$ cat src/rtl/sdram_pkg.sv
// Shared SDRAM controller definitions: timing defaults, mode register value,
// command encodings and the read-capture FSM state type.
package sdram_pkg;

    localparam int DEF_CAS_LAT   = 3;
    localparam int DEF_BURST_LEN = 1024;

    // CL=3, sequential, full-page burst
    localparam logic [12:0] MODE_REG = 13'h0037;

    // Command encodings as {ras, cas, we} with cs asserted
    localparam logic [2:0] CMD_NOP  = 3'b111;
    localparam logic [2:0] CMD_PRE  = 3'b010;
    localparam logic [2:0] CMD_AUTO = 3'b001;
    localparam logic [2:0] CMD_LMR  = 3'b000;
    localparam logic [2:0] CMD_ACT  = 3'b011;
    localparam logic [2:0] CMD_RD   = 3'b101;
    localparam logic [2:0] CMD_WR   = 3'b100;

    typedef enum logic [1:0] {
        IDLE    = 2'd0,
        WAIT_CL = 2'd1,
        CAPTURE = 2'd2
    } state_t;

endpackage

$ cat src/rtl/sdram_rd_capture_if.sv
// Read-data output stream: FIFO head data with last-beat marker and valid/ready.
interface sdram_rd_capture_if #(
    parameter int DATA_W = 16
);

    logic [DATA_W-1:0] m_data;
    logic              m_last;
    logic              m_valid;
    logic              m_ready;

    modport master (output m_data, m_last, m_valid, input m_ready);
    modport slave  (input m_data, m_last, m_valid, output m_ready);

endinterface

$ cat src/rtl/sdram_rd_fifo.sv
// Synchronous first-word-fall-through FIFO. A push while full is accepted
// only if a pop happens in the same cycle.
module sdram_rd_fifo #(
    parameter int WIDTH = 17,
    parameter int DEPTH = 16
) (
    input  logic             clk,
    input  logic             rst,
    input  logic             push,
    input  logic             pop,
    input  logic [WIDTH-1:0] din,
    output logic [WIDTH-1:0] dout,
    output logic             full,
    output logic             empty
);

    localparam int AW = $clog2(DEPTH);

    logic [WIDTH-1:0] mem [DEPTH];
    logic [AW:0]      wr_ptr;
    logic [AW:0]      rd_ptr;
    logic             wr_en;
    logic             rd_en;

    // Extra pointer MSB separates full (MSBs differ) from empty (equal)
    assign empty = (wr_ptr == rd_ptr);
    assign full  = (wr_ptr[AW] != rd_ptr[AW]) && (wr_ptr[AW-1:0] == rd_ptr[AW-1:0]);

    assign rd_en = pop && !empty;
    assign wr_en = push && (!full || rd_en);

    assign dout = empty ? '0 : mem[rd_ptr[AW-1:0]];

    always_ff @(posedge clk) begin
        if (wr_en) begin
            mem[wr_ptr[AW-1:0]] <= din;
        end
    end

    always_ff @(posedge clk) begin
        if (rst) begin
            wr_ptr <= '0;
            rd_ptr <= '0;
        end else begin
            if (wr_en) begin
                wr_ptr <= wr_ptr + (AW+1)'(1);
            end
            if (rd_en) begin
                rd_ptr <= rd_ptr + (AW+1)'(1);
            end
        end
    end

endmodule

$ cat src/rtl/sdram_rd_capture.sv
// SDRAM read-data capture: waits CAS latency after READ, samples DQ for the
// full-page burst (or until a PRECHARGE truncates it) and streams beats out.
module sdram_rd_capture
    import sdram_pkg::*;
#(
    parameter int DATA_W     = 16,
    parameter int CAS_LAT    = DEF_CAS_LAT,
    parameter int BURST_LEN  = DEF_BURST_LEN,
    parameter int FIFO_DEPTH = 16,
    parameter int CNT_W      = 11
) (
    input  logic                 clk,
    input  logic                 rst,
    input  logic                 cmd_rd,
    input  logic                 cmd_pre,
    input  logic [DATA_W-1:0]    dq_in,
    sdram_rd_capture_if.master   m,
    output logic                 busy,
    output logic [CNT_W-1:0]     beat_cnt,
    output logic                 ovf_err,
    output logic                 cmd_err
);

    localparam int LAT_W = (CAS_LAT > 1) ? $clog2(CAS_LAT) : 1;
    localparam logic [LAT_W-1:0] LAT_LOAD = LAT_W'(CAS_LAT - 1);
    localparam logic [CNT_W-1:0] LAST_IDX = CNT_W'(BURST_LEN - 1);
    localparam logic [CNT_W-1:0] CNT_MAX  = CNT_W'(BURST_LEN);

    state_t             state, state_nxt;
    logic [LAT_W-1:0]   lat_cnt, lat_nxt;
    logic               trunc_arm, tarm_nxt;
    logic [LAT_W-1:0]   trunc_cnt, tcnt_nxt;
    logic [CNT_W-1:0]   cnt_nxt;
    logic [LAT_W-1:0]   tr_cnt, tr_dec;
    logic               tr_on;
    logic               push, beat_last, start, err_set;

    logic               pop, drop;
    logic               fifo_full, fifo_empty;
    logic [DATA_W:0]    fifo_dout;

    always_comb begin
        state_nxt = state;
        lat_nxt   = lat_cnt;
        tarm_nxt  = trunc_arm;
        tcnt_nxt  = trunc_cnt;
        cnt_nxt   = beat_cnt;
        tr_cnt    = trunc_cnt;
        tr_on     = trunc_arm;
        tr_dec    = '0;
        push      = 1'b0;
        beat_last = 1'b0;
        start     = 1'b0;
        err_set   = 1'b0;

        unique case (state)
            IDLE: begin
                tarm_nxt = 1'b0;
                start    = cmd_rd;
            end
            WAIT_CL: begin
                err_set = cmd_rd;
                // Truncate countdown only ticks on captured beats
                if (cmd_pre && !trunc_arm) begin
                    tarm_nxt = 1'b1;
                    tcnt_nxt = LAT_LOAD;
                end
                lat_nxt = lat_cnt - LAT_W'(1);
                if (lat_cnt == LAT_W'(1)) begin
                    state_nxt = CAPTURE;
                end
            end
            CAPTURE: begin
                push = 1'b1;
                if (beat_cnt != CNT_MAX) begin
                    cnt_nxt = beat_cnt + CNT_W'(1);
                end
                // The precharge cycle's own beat counts toward the countdown
                if (!trunc_arm && cmd_pre) begin
                    tr_on  = 1'b1;
                    tr_cnt = LAT_LOAD;
                end
                tr_dec    = tr_cnt - LAT_W'(1);
                tarm_nxt  = tr_on;
                tcnt_nxt  = tr_dec;
                beat_last = (beat_cnt == LAST_IDX) || (tr_on && (tr_dec == '0));
                if (beat_last) begin
                    tarm_nxt  = 1'b0;
                    state_nxt = IDLE;
                    start     = cmd_rd;
                end else begin
                    err_set = cmd_rd;
                end
            end
            default: state_nxt = IDLE;
        endcase

        if (start) begin
            cnt_nxt = '0;
            if (CAS_LAT > 1) begin
                state_nxt = WAIT_CL;
                lat_nxt   = LAT_LOAD;
            end else begin
                state_nxt = CAPTURE;
            end
        end
    end

    always_ff @(posedge clk) begin
        if (rst) begin
            state     <= IDLE;
            lat_cnt   <= '0;
            trunc_arm <= 1'b0;
            trunc_cnt <= '0;
            beat_cnt  <= '0;
            ovf_err   <= 1'b0;
            cmd_err   <= 1'b0;
        end else begin
            state     <= state_nxt;
            lat_cnt   <= lat_nxt;
            trunc_arm <= tarm_nxt;
            trunc_cnt <= tcnt_nxt;
            beat_cnt  <= cnt_nxt;
            ovf_err   <= ovf_err | drop;
            cmd_err   <= cmd_err | err_set;
        end
    end

    assign busy = (state != IDLE);
    assign pop  = m.m_valid && m.m_ready;
    assign drop = push && fifo_full && !pop;

    sdram_rd_fifo #(
        .WIDTH (DATA_W + 1),
        .DEPTH (FIFO_DEPTH)
    ) u_fifo (
        .clk   (clk),
        .rst   (rst),
        .push  (push),
        .pop   (pop),
        .din   ({beat_last, dq_in}),
        .dout  (fifo_dout),
        .full  (fifo_full),
        .empty (fifo_empty)
    );

    assign m.m_valid = !fifo_empty;
    assign m.m_last  = fifo_dout[DATA_W];
    assign m.m_data  = fifo_dout[DATA_W-1:0];

endmodule

$ cat src/flat_wrapper.sv
// flat-port wrapper written by rule: the top's interface ports become plain ports
module sdram_rd_capture_flat import sdram_pkg::*;
#(
    parameter int DATA_W     = 16,
    parameter int CAS_LAT    = DEF_CAS_LAT,
    parameter int BURST_LEN  = DEF_BURST_LEN,
    parameter int FIFO_DEPTH = 16,
    parameter int CNT_W      = 11
)
  (clk, rst, cmd_rd, cmd_pre, dq_in, busy, beat_cnt, ovf_err, cmd_err, m_m_data, m_m_last, m_m_valid, m_m_ready);
  sdram_rd_capture_if #(.DATA_W(DATA_W)) m_i ();
  input  logic clk;
  input  logic rst;
  input  logic cmd_rd;
  input  logic cmd_pre;
  input  logic [DATA_W-1:0] dq_in;
  output logic busy;
  output logic [CNT_W-1:0] beat_cnt;
  output logic ovf_err;
  output logic cmd_err;
  output wire logic [$bits(m_i.m_data)-1:0] m_m_data;
  output wire logic [$bits(m_i.m_last)-1:0] m_m_last;
  output wire logic [$bits(m_i.m_valid)-1:0] m_m_valid;
  input wire logic [$bits(m_i.m_ready)-1:0] m_m_ready;
  assign m_m_data = m_i.m_data;
  assign m_m_last = m_i.m_last;
  assign m_m_valid = m_i.m_valid;
  assign m_i.m_ready = m_m_ready;
  sdram_rd_capture #(.DATA_W(DATA_W), .CAS_LAT(CAS_LAT), .BURST_LEN(BURST_LEN), .FIFO_DEPTH(FIFO_DEPTH), .CNT_W(CNT_W)) u_core (.clk(clk), .rst(rst), .cmd_rd(cmd_rd), .cmd_pre(cmd_pre), .dq_in(dq_in), .m(m_i), .busy(busy), .beat_cnt(beat_cnt), .ovf_err(ovf_err), .cmd_err(cmd_err));
endmodule
$ cat config.mk
export PLATFORM = sky130hd
export DESIGN_NAME = sdram_rd_capture_flat
export DESIGN_NICKNAME = d
export VERILOG_FILES = /design/src/rtl/sdram_pkg.sv /design/src/rtl/sdram_rd_capture_if.sv /design/src/rtl/sdram_rd_fifo.sv /design/src/rtl/sdram_rd_capture.sv /design/src/flat_wrapper.sv
export SDC_FILE = /design/constraint.sdc
export NUM_CORES = 1
export LEC_CHECK = 0
export BUFFER_PORTS_ARGS = -buffer_cell sky130_fd_sc_hd__buf_2
export CELL_PAD_IN_SITES_DETAIL_PLACEMENT = 1
export CELL_PAD_IN_SITES_GLOBAL_PLACEMENT = 2
export CORE_MARGIN = 5
export CORE_UTILIZATION = 50
export CTS_BUF_LIST = sky130_fd_sc_hd__clkbuf_16
export CTS_CLUSTER_DIAMETER = 150
export DETAILED_ROUTE_END_ITERATION = 8
export PLACE_DENSITY_LB_ADDON = 0.1
export SETUP_SLACK_MARGIN = 0.1
export SLEW_MARGIN = 5
export SYNTH_ARGS = -nofsm -noshare
export SYNTH_HDL_FRONTEND = slang
export SYNTH_HIERARCHICAL = 1
export SYNTH_SLANG_ARGS = --single-unit
$ cat constraint.sdc
create_clock -name clk -period 7.8 [get_ports clk]
set_input_delay 0.78 -clock clk [delete_from_list [all_inputs] [get_ports clk]]
set_output_delay 0.78 -clock clk [all_outputs]
set_load 0.02 [all_outputs]
==> flow_summary.ini, run 1 <==
[setup_path]
cp_data_required_time_ns = 7.02
r2r_end = u_core/u_fifo/mem[13][14]
cp_data_arrival_time_ns = 2.89
reg2reg_slack_ns = 4.17
critPathCaptureType = output pin
crit_type = flip-flop to output pin
cp-start-kind = flip-flop
worstReg2RegStart = u_core/u_fifo/wr_ptr[0]
r2r_cells = 7
path_max_fanout = 36

[clock_network]
cts_tree = yes
clock_latency_ns = 0.50
postCtsSetupBuffers = 0
cts_sinks = 306
cts-root-buf = clkbuf_16
cts_htree_levels = 2
cts_buffers = 34
ctsHoldBuffers = 0
clk_path_buf_depth = 3
cts_resized = 0
clk_pin_slew_worst_paths_ns = 0.06

[floorplanning]
start_util_pct = 51.0
rows = 56
core_mm2 = 0.0236
dieWidth_um = 165
ioPinCount = 53
dieArea_mm2 = 0.0273
die_h_um = 165

[synth]
yosys_warnings = 6
synth_area_mm2 = 0.0121
synth_seq_cells = 306
synth_cells = 633
async_flop_share_pct = 0
synth.distinct_cells = 50
synthesis.nets = 667
avgSynthCellArea_um2 = 19.0
ys_seq_area_share_pct = 73.4
synthFlopType = edfxtp_1
synth_edf_count = 272

[timing]
rsz0062_at_grt = no
max-slew-margin-rel_pct = 19.1
finalClockSkew_ns = 0.0135
worstMarginPinSlew_ns = 1.21
min_period_ns = 3.67
maxSlewViolCount = 0
fin_crit_sh_pct = 47.1
fin_setup_tns_ns = 0
setup-violations-final = 0
hold_violations = 0
whs_ns = 0.467
max_freq_ghz = 0.272

[layout]
syn_to_final_growth_pct = 14.1
fill_cells = 2098
nNetsFinal = 728
final_cells = 1035
multi_input_area_mm2 = 0.00299
regArea_mm2 = 0.00885
drive_above_1_share_pct = 27.7
diodes = 0

[detailed_routing]
wire_per_inst_um = 25.8
finalWirelength_mm = 26.7
first_pass_iters = 4
drc = 0
vias = 6051
drt_iter0_markers = 343
ant_nets = 0
via_per_inst = 5.85

[min_path]
hold-path-endpoint = u_core/cmd_err
worst_hold_path_type = flip-flop to flip-flop
hold_depth = 1
hp-start = u_core/cmd_err

[global_route]
grt_max_degree = 69
grt_usage_pct = 20.2
grt_overflow = 0
grt_pass1_vias = 6602
grt_pass1_wl_mm = 40.6
antenna_found_initial = 1

[pwr]
peakVddDrop_v = 0.000130
p_leak_uw = 0.00453
pwr_density_cell_mw_per_mm2 = 252

[placement]
io_buffers = 52
dp.cells = 977
place_congestion = 0.778
place_hpwl_mm = 16.5

[status]
status = completed

[run]
cap_violations = 0
## per-stage QoR
step | total power (uW) | worst slack, ns | util [%] | instance area, um2
finish | 3460 | 4.13 | 58.2 | 13700
global route | 3590 | 3.94 | 58.2 | 13700
CTS | 3510 | 4.06 | 58.2 | 13700
detailed placement | 1880 | 4.22 | 53.3 | 12600
global placement | 1870 | 4.41 | 53.3 | 12600
floorplan | 1850 | 4.30 | - | 12100
## cells in the final DEF, fill, tap and decap left out, types with 9 or more instances in the layout
cell type,count
dfxtp_1,31
mux4_2,68
o22ai_1,35
nor2_1,34
buf_2,52
nor3_1,17
ha_1,13
edfxtp_1,272
and3_1,9
clkbuf_16,37
xnor2_1,11
inv_1,22
xor2_1,12
## kinds of logic after synthesis
| logic type | after synthesis | share of synthesized area (%) |
|---|---|---|
| xor+xnor | 23 | 1.67 |
| flops | 306 | 73.4 |
| simple gates | 109 | 4.90 |
| mux | 74 | 13.2 |
| fa+ha+maj | 13 | 1.35 |
| buf+inv | 47 | 1.92 |
| compound gates | 61 | 3.52 |
## synthesized netlist by cell type, types with 2 or more instances
library cell / count / share of area (%)
ha_1: 13 / 1.3
buf_1: 2 / 0.062
inv_1: 14 / 0.44
mux4_2: 68 / 13
xnor2_1: 11 / 0.80
and3_1: 9 / 0.47
nand2_1: 8 / 0.25
mux2_2: 2 / 0.19
and3_2: 8 / 0.50
a31oi_1: 2 / 0.10
nand4_1: 5 / 0.26
and2_1: 2 / 0.10
buf_2: 13 / 0.54
and2b_1: 2 / 0.12
buf_4: 4 / 0.25
a21oi_1: 8 / 0.33
nor3_1: 18 / 0.75
o22ai_1: 35 / 1.8
nor4b_1: 2 / 0.15
nor2b_1: 7 / 0.36
mux2i_1: 4 / 0.33
a211oi_1: 2 / 0.12
edfxtp_1: 272 / 68
dfxtp_1: 34 / 5.6
nor2_1: 34 / 1.1
xor2_1: 12 / 0.87
a211o_1: 2 / 0.15
clkbuf_1: 10 / 0.31
nand2b_1: 2 / 0.10
nand3_1: 6 / 0.25
buf_6: 3 / 0.28
## critical path, stage by stage, from the launching register on
cell      delay [ns]
dfxtp_2         0.31
buf_4           0.54
nand2b_1        0.65
o22ai_1         0.19
nor3_1          0.39
buf_2           0.24
## flip-flops by register name, summed over array words and instances, names as in the netlist, named ones only
signal and count:
u_core/state 2, u_core/u_fifo/rd_ptr 5, u_core/ovf_err 1, u_core/lat_cnt 2, u_core/beat_cnt 11, u_core/cmd_err 1, u_core/u_fifo/mem 272, u_core/u_fifo/wr_ptr 5
u_core/trunc_arm 1, u_core/trunc_cnt 2
## report_power, final
group | leakage [uW] | switching [uW] | internal (uW) | total, uW
combinational | 0.00122 | 41.7 | 15.6 | 57.3
sequential | 0.00271 | 2.61 | 1780 | 1790
clock | 0.000592 | 603 | 1020 | 1620
## per-layer routing
layer	vias to the layer above	GRT usage (%)	part of all wire, %	routed length [um]
li1	2682	-	-	-
met2	177	34.1	51	13600
met3	47	3.65	6.0	1590
met4	2	7.03	2.8	757
met1	3143	26.7	40	10800
met5	-	0	0.049	13
## cell type report
type                            instances  area share [%]
Clock buffer                           37            6.74
Multi-Input combinational cell        280            21.7
Clock inverter                         21            1.64
Sequential cell                       306            64.4
Inverter                               14           0.382
Tap cell                              319            2.90
Timing Repair Buffer                   58            2.22
## how the worst max path moves through the flow
stage	startpoint	to	slack, ns	depth (start not counted)
after floorplan	u_core/u_fifo/wr_ptr[3]	u_core/u_fifo/mem[3][0]	4.30	10
after global placement	u_core/u_fifo/wr_ptr[0]	u_core/u_fifo/mem[4][11]	4.41	7
after detailed placement	u_core/u_fifo/wr_ptr[0]	u_core/u_fifo/mem[13][9]	4.22	7
after CTS	flip-flop	m_m_data[4]	4.06	5
after global routing	u_core/u_fifo/wr_ptr[2]	u_core/u_fifo/mem[13][14]	3.94	7
final	flip-flop	m_m_data[0]	4.13	5
Note: power is estimated with default switching activity, not from simulation.
==> run 2, diff against run 1 <==
--- a/config.mk
+++ b/config.mk
@@ -9,7 +9,7 @@
 export CELL_PAD_IN_SITES_DETAIL_PLACEMENT = 1
 export CELL_PAD_IN_SITES_GLOBAL_PLACEMENT = 2
 export CORE_MARGIN = 5
-export CORE_UTILIZATION = 50
+export CORE_UTILIZATION = 43
 export CTS_BUF_LIST = sky130_fd_sc_hd__clkbuf_16
 export CTS_CLUSTER_DIAMETER = 150
 export DETAILED_ROUTE_END_ITERATION = 8
==> constraint.sdc (replaced) <==
create_clock -name clk -period 3.21 [get_ports clk]
set_input_delay 0.321 -clock clk [delete_from_list [all_inputs] [get_ports clk]]
set_output_delay 0.321 -clock clk [all_outputs]
set_load 0.02 [all_outputs]
==> run 2 against run 1 <==
Global-route usage is 3.1 points lower. Register-to-register slack worse by 3.8 ns. Largest power group unchanged. Die area is 15% higher.
==> flow_summary.ini, run 2 (synthesis results as in run 1) <==
[setup_path]
r2r_end = u_core/u_fifo/mem[9][2]
critical_path.top_delay_family = simple AND/OR/NAND/NOR gates
cp-start-kind = flip-flop
crit_slowest_cell = and3_2
reg2reg_slack_ns = 0.40
crit_chain = xor2_1, nor4_4, and2_2, nor2b_1, nor2_1, a21boi_2, buf_4, and3_2
crit_type = flip-flop to flip-flop
cp_data_arrival_time_ns = 2.96
path_max_fanout = 17
critPathCaptureType = flip-flop
cp_data_required_time_ns = 3.36
r2r_cells = 8
timing.critical_path.depth = 8
cpPeakStageDelay_ns = 0.51
worstReg2RegStart = u_core/u_fifo/wr_ptr[0]
path_buf_inv = 1

[layout]
drive_above_1_share_pct = 29.0
nNetsFinal = 747
diodes = 0
fill_cells = 2568
largest_reg_flops = 272
final_cells = 1113
final_cell_mix = edfxtp_1 (272), mux4_2 (68), buf_2 (52)
syn_to_final_growth_pct = 15.8
final_common_cell = edfxtp_1

[timing]
min_period_ns = 2.81
rsz0062_at_grt = no
finalClockSkew_ns = 0.0260
max_freq_ghz = 0.355
fin_crit_sh_pct = 87.7
fin_setup_tns_ns = 0
fin_ws_ns = 0.396
hold_violations = 0
max-slew-margin-rel_pct = 66.9
maxSlewViolCount = 0
worstMarginPinSlew_ns = 0.493
setup-violations-final = 0

[global_route]
grt_usage_pct = 17.1
grt_max_degree = 38
grt_pass1_wl_mm = 40.6
antenna_found_initial = 0
grt_overflow = 0
grt_pass1_vias = 6592

[placement]
place_congestion = 0.761
io_buffers = 52
place_ws_ns = 0.378
dp.cells = 1055
place_hpwl_mm = 17.0

[floorplanning]
rows = 61
start_util_pct = 43.5
die_h_um = 177
ioPinCount = 53
dieArea_mm2 = 0.0315
core_mm2 = 0.0277
dieWidth_um = 177

[detailed_routing]
wire_per_inst_um = 23.4
ant_nets = 0
via_per_inst = 5.39
first_pass_iters = 4
drc = 0
finalWirelength_mm = 26.1
drt_iter0_markers = 408
vias = 6004

[clock_network]
cts-root-buf = clkbuf_16
cts_resized = 0
clk_pin_slew_worst_paths_ns = 0.06
clock_latency_ns = 0.52
postCtsSetupBuffers = 0
cts_buffers = 34
ctsHoldBuffers = 0
cts_htree_levels = 2
clk_path_buf_depth = 3
cts_sinks = 306
cts_tree = yes

[min_path]
worst_hold_path_type = primary input to flip-flop
hold_depth = 3
hp-start = cmd_rd
hold-path-endpoint = u_core/cmd_err

[pwr]
p_leak_uw = 0.00462
peakVddDrop_v = 0.000537
pwr_density_cell_mw_per_mm2 = 594

[status]
status = completed

[run]
cap_violations = 0
-- run 2: metrics by stage --
step	utilization (%)	total power [uW]	instance area (um2)	hold slack (ns)
6_report	50.4	8290	14000	0.119
5_1_grt	50.4	8600	14000	0.111
4_1_cts	50.4	8410	14000	0.0999
3_5_place_dp	46.4	4570	12900	0.461
3_3_place_gp	46.4	4560	12900	0.441
2_1_floorplan	-	4490	12100	0.420
-- run 2: final cells by class --
class                           instances  area, um2  area share (%)
Sequential cell                       306       8850            63.4
Multi-Input combinational cell        280       2990            21.5
Clock buffer                           34        851            6.10
Timing Repair Buffer                   77        485            3.48
Tap cell                              378        473            3.39
Clock inverter                         24        245            1.76
Inverter                               14       52.6           0.377
-- run 2: worst min-delay path: cells and delay by family --
kind                   cells  cell delay (ns)
buffers and inverters      1             0.12
and+or+nand+nor            1             0.08
AOI/OAI and AO/OA          1             0.06
-- run 2: worst max path at each step --
stage                                  startpoint                   endpoint  slack [ns]
final                     u_core/u_fifo/wr_ptr[0]    u_core/u_fifo/mem[9][2]        0.40
after global routing      u_core/u_fifo/wr_ptr[1]    u_core/u_fifo/mem[9][1]        0.20
after CTS                 u_core/u_fifo/wr_ptr[0]   u_core/u_fifo/mem[10][5]        0.35
after detailed placement  u_core/u_fifo/wr_ptr[0]  u_core/u_fifo/mem[10][10]        0.38
after global placement    u_core/u_fifo/wr_ptr[0]   u_core/u_fifo/mem[8][10]        0.45
after floorplan           u_core/u_fifo/wr_ptr[3]   u_core/u_fifo/mem[11][0]        0.12
-- run 2: metal layers --
metal / wire, um / track usage (%) / up-vias / share of wire [%]
met5: 0 / 0 / - / 0
met4: 494 / 4.16 / 0 / 1.9
met3: 1170 / 3.73 / 37 / 4.5
met2: 13500 / 29.4 / 124 / 52
met1: 10900 / 22.3 / 3128 / 42
li1: - / - / 2715 / -
-- run 2: power breakdown --
part           total (uW)  switching (uW)  internal [uW]
combinational         140             101           38.8
clock                3810            1480           2330
sequential           4340            6.16           4330
==> run 3, diff against run 2 <==
--- a/config.mk
+++ b/config.mk
@@ -5,14 +5,14 @@
 export SDC_FILE = /design/constraint.sdc
 export NUM_CORES = 1
 export LEC_CHECK = 0
-export BUFFER_PORTS_ARGS = -buffer_cell sky130_fd_sc_hd__buf_2
 export CELL_PAD_IN_SITES_DETAIL_PLACEMENT = 1
 export CELL_PAD_IN_SITES_GLOBAL_PLACEMENT = 2
 export CORE_MARGIN = 5
-export CORE_UTILIZATION = 43
+export CORE_UTILIZATION = 44
 export CTS_BUF_LIST = sky130_fd_sc_hd__clkbuf_16
 export CTS_CLUSTER_DIAMETER = 150
 export DETAILED_ROUTE_END_ITERATION = 8
+export DONT_BUFFER_PORTS = 1
 export PLACE_DENSITY_LB_ADDON = 0.1
 export SETUP_SLACK_MARGIN = 0.1
 export SLEW_MARGIN = 5
==> run 3 against run 2 <==
Non-clock buffer count decreased by 16. Worst hold slack got worse by 0.072 ns. Sequential cell count unchanged. Cell area increased by 0.33%.
==> flow_summary.ini, run 3 (synthesis results as in run 1) <==
[floorplanning]
core_mm2 = 0.0270
die_h_um = 176
dieWidth_um = 176
ioPinCount = 53
dieArea_mm2 = 0.0308
rows = 60
start_util_pct = 44.7

[min_path]
worst_hold_path_type = primary input to flip-flop

[placement]
place_hpwl_mm = 18.7
place_ws_ns = 0.297
place_congestion = 0.799
io_buffers = 0
placed_area_mm2 = 0.0127

[layout]
largest_reg_flops = 272
final_cell_mix = edfxtp_1 (272), mux4_2 (68), buf_4 (39)
fin_area_mm2 = 0.0140
drive_above_1_share_pct = 25.2
multi_input_area_mm2 = 0.00299
nNetsFinal = 731
fill_cells = 2443
regArea_mm2 = 0.00885
final_common_cell = edfxtp_1
syn_to_final_growth_pct = 16.1

[clock_network]
clk_path_buf_depth = 3
cts_sinks = 306
clock_latency_ns = 0.51
cts_htree_levels = 2
cts_buffers = 34
cts_tree = yes
cts-root-buf = clkbuf_16
clk_pin_slew_worst_paths_ns = 0.06

[timing]
min_period_ns = 2.90
setup-violations-final = 0
fin_crit_sh_pct = 90.3
fin_setup_tns_ns = 0
worstMarginPinSlew_ns = 1.11
rsz0062_at_grt = no
hold_violations = 0
max_freq_ghz = 0.345
fin_ws_ns = 0.313
finalClockSkew_ns = 0.0131
whs_ns = 0.0473
maxSlewViolCount = 0
max-slew-margin-rel_pct = 25.8

[setup_path]
cp_data_arrival_time_ns = 3.02
path_max_fanout = 17
crit_slowest_cell = nor2b_2
cp-start-kind = flip-flop
critPathCaptureType = flip-flop
path_buf_inv = 0
critical_path.top_delay_family = simple AND/OR/NAND/NOR gates
cpPeakStageDelay_ns = 0.87
crit_type = flip-flop to flip-flop
cp_data_required_time_ns = 3.33
crit_chain = xor2_1, nor4_4, and2_2, nor2b_1, nor2_1, a21o_2, nor2b_2

[global_route]
grt_max_degree = 69
grt_usage_pct = 19.4
grt_overflow = 0
grt_pass1_vias = 6543
antenna_found_initial = 2
grt_pass1_wl_mm = 44.0

[pwr]
p_leak_uw = 0.00454
total_power_uw = 8360
peakVddDrop_v = 0.000255
pwr_density_cell_mw_per_mm2 = 597

[detailed_routing]
finalWirelength_mm = 29.4
wire_per_inst_um = 27.6
via_per_inst = 5.82
vias = 6189
ant_nets = 0
first_pass_iters = 5
drt_iter0_markers = 582
drc = 0

[run]
cap_violations = 0

[status]
status = completed
run 3: changes by cell type in the layout (fill, tap and decap cells not counted):
cell | before | now
dlygate4sd3_1 | 0 | 18
inv_1 | 26 | 20
clkinv_1 | 3 | 9
inv_6 | 2 | 0
diode_2 | 0 | 1
buf_4 | 22 | 39
buf_6 | 0 | 1
bufinv_16 | 5 | 4
clkbuf_16 | 34 | 37
buf_2 | 52 | 0
clkinv_8 | 1 | 0
clkinv_2 | 1 | 5
run 3: worst paths after layout:
path / from / to / slack [ns] / cells after the start
worst max-delay path: u_core/u_fifo/wr_ptr[3] / u_core/u_fifo/mem[7][7] / 0.31 / 7
worst min-delay path: rst / u_core/cmd_err / 0.05 / 2
worst max register to register: u_core/u_fifo/wr_ptr[3] / u_core/u_fifo/mem[7][7] / 0.31 / 7
worst min register to register: u_core/trunc_cnt[1] / u_core/trunc_cnt[1] / 0.47 / 2
run 3: power by group:
part / internal (uW) / switching (uW)
Combinational: 43.8 / 108
Sequential: 4340 / 7.35
Clock: 2390 / 1480
Total: 6770 / 1590
run 3: final cells by class:
type | instances | area share (%)
Antenna cell | 1 | 0.0179
Timing Repair Buffer | 61 | 3.89
Sequential cell | 306 | 63.2
Multi-Input combinational cell | 280 | 21.4
Tap cell | 341 | 3.05
Inverter | 14 | 0.375
Clock buffer | 37 | 6.61
Clock inverter | 24 | 1.44
run 3: repair_timing:
item	CTS	global route
hold endpoints to repair	276	0
setup buffers	0	0
hold buffers	18	0
setup endpoints to repair	0	3
gates resized for setup	0	1
run 3: stage by stage:
stage,instances,util (%)
after floorplan,633,-
after global placement,984,47.1
after detailed placement,984,47.1
after CTS,1063,51.9
after global routing,1063,51.9
final,1064,51.9
run 3: routing by layer:
metal  global-route usage (%)  up-vias  wire [um]
met1                     29.7     3276      13600
met2                     29.3      189      13600
met5                        0        -         13
met4                     4.78        2        459
met3                     3.25       35       1680
li1                         -     2687          -
run 3: worst reg2reg max path, delay by kind of cell, from the launching register on:
| kind | cells | cell delay (ns) |
|---|---|---|
| xor+xnor | 1 | 0.27 |
| compound gates | 1 | 0.32 |
| flops | 1 | 0.50 |
| simple gates | 5 | 1.40 |
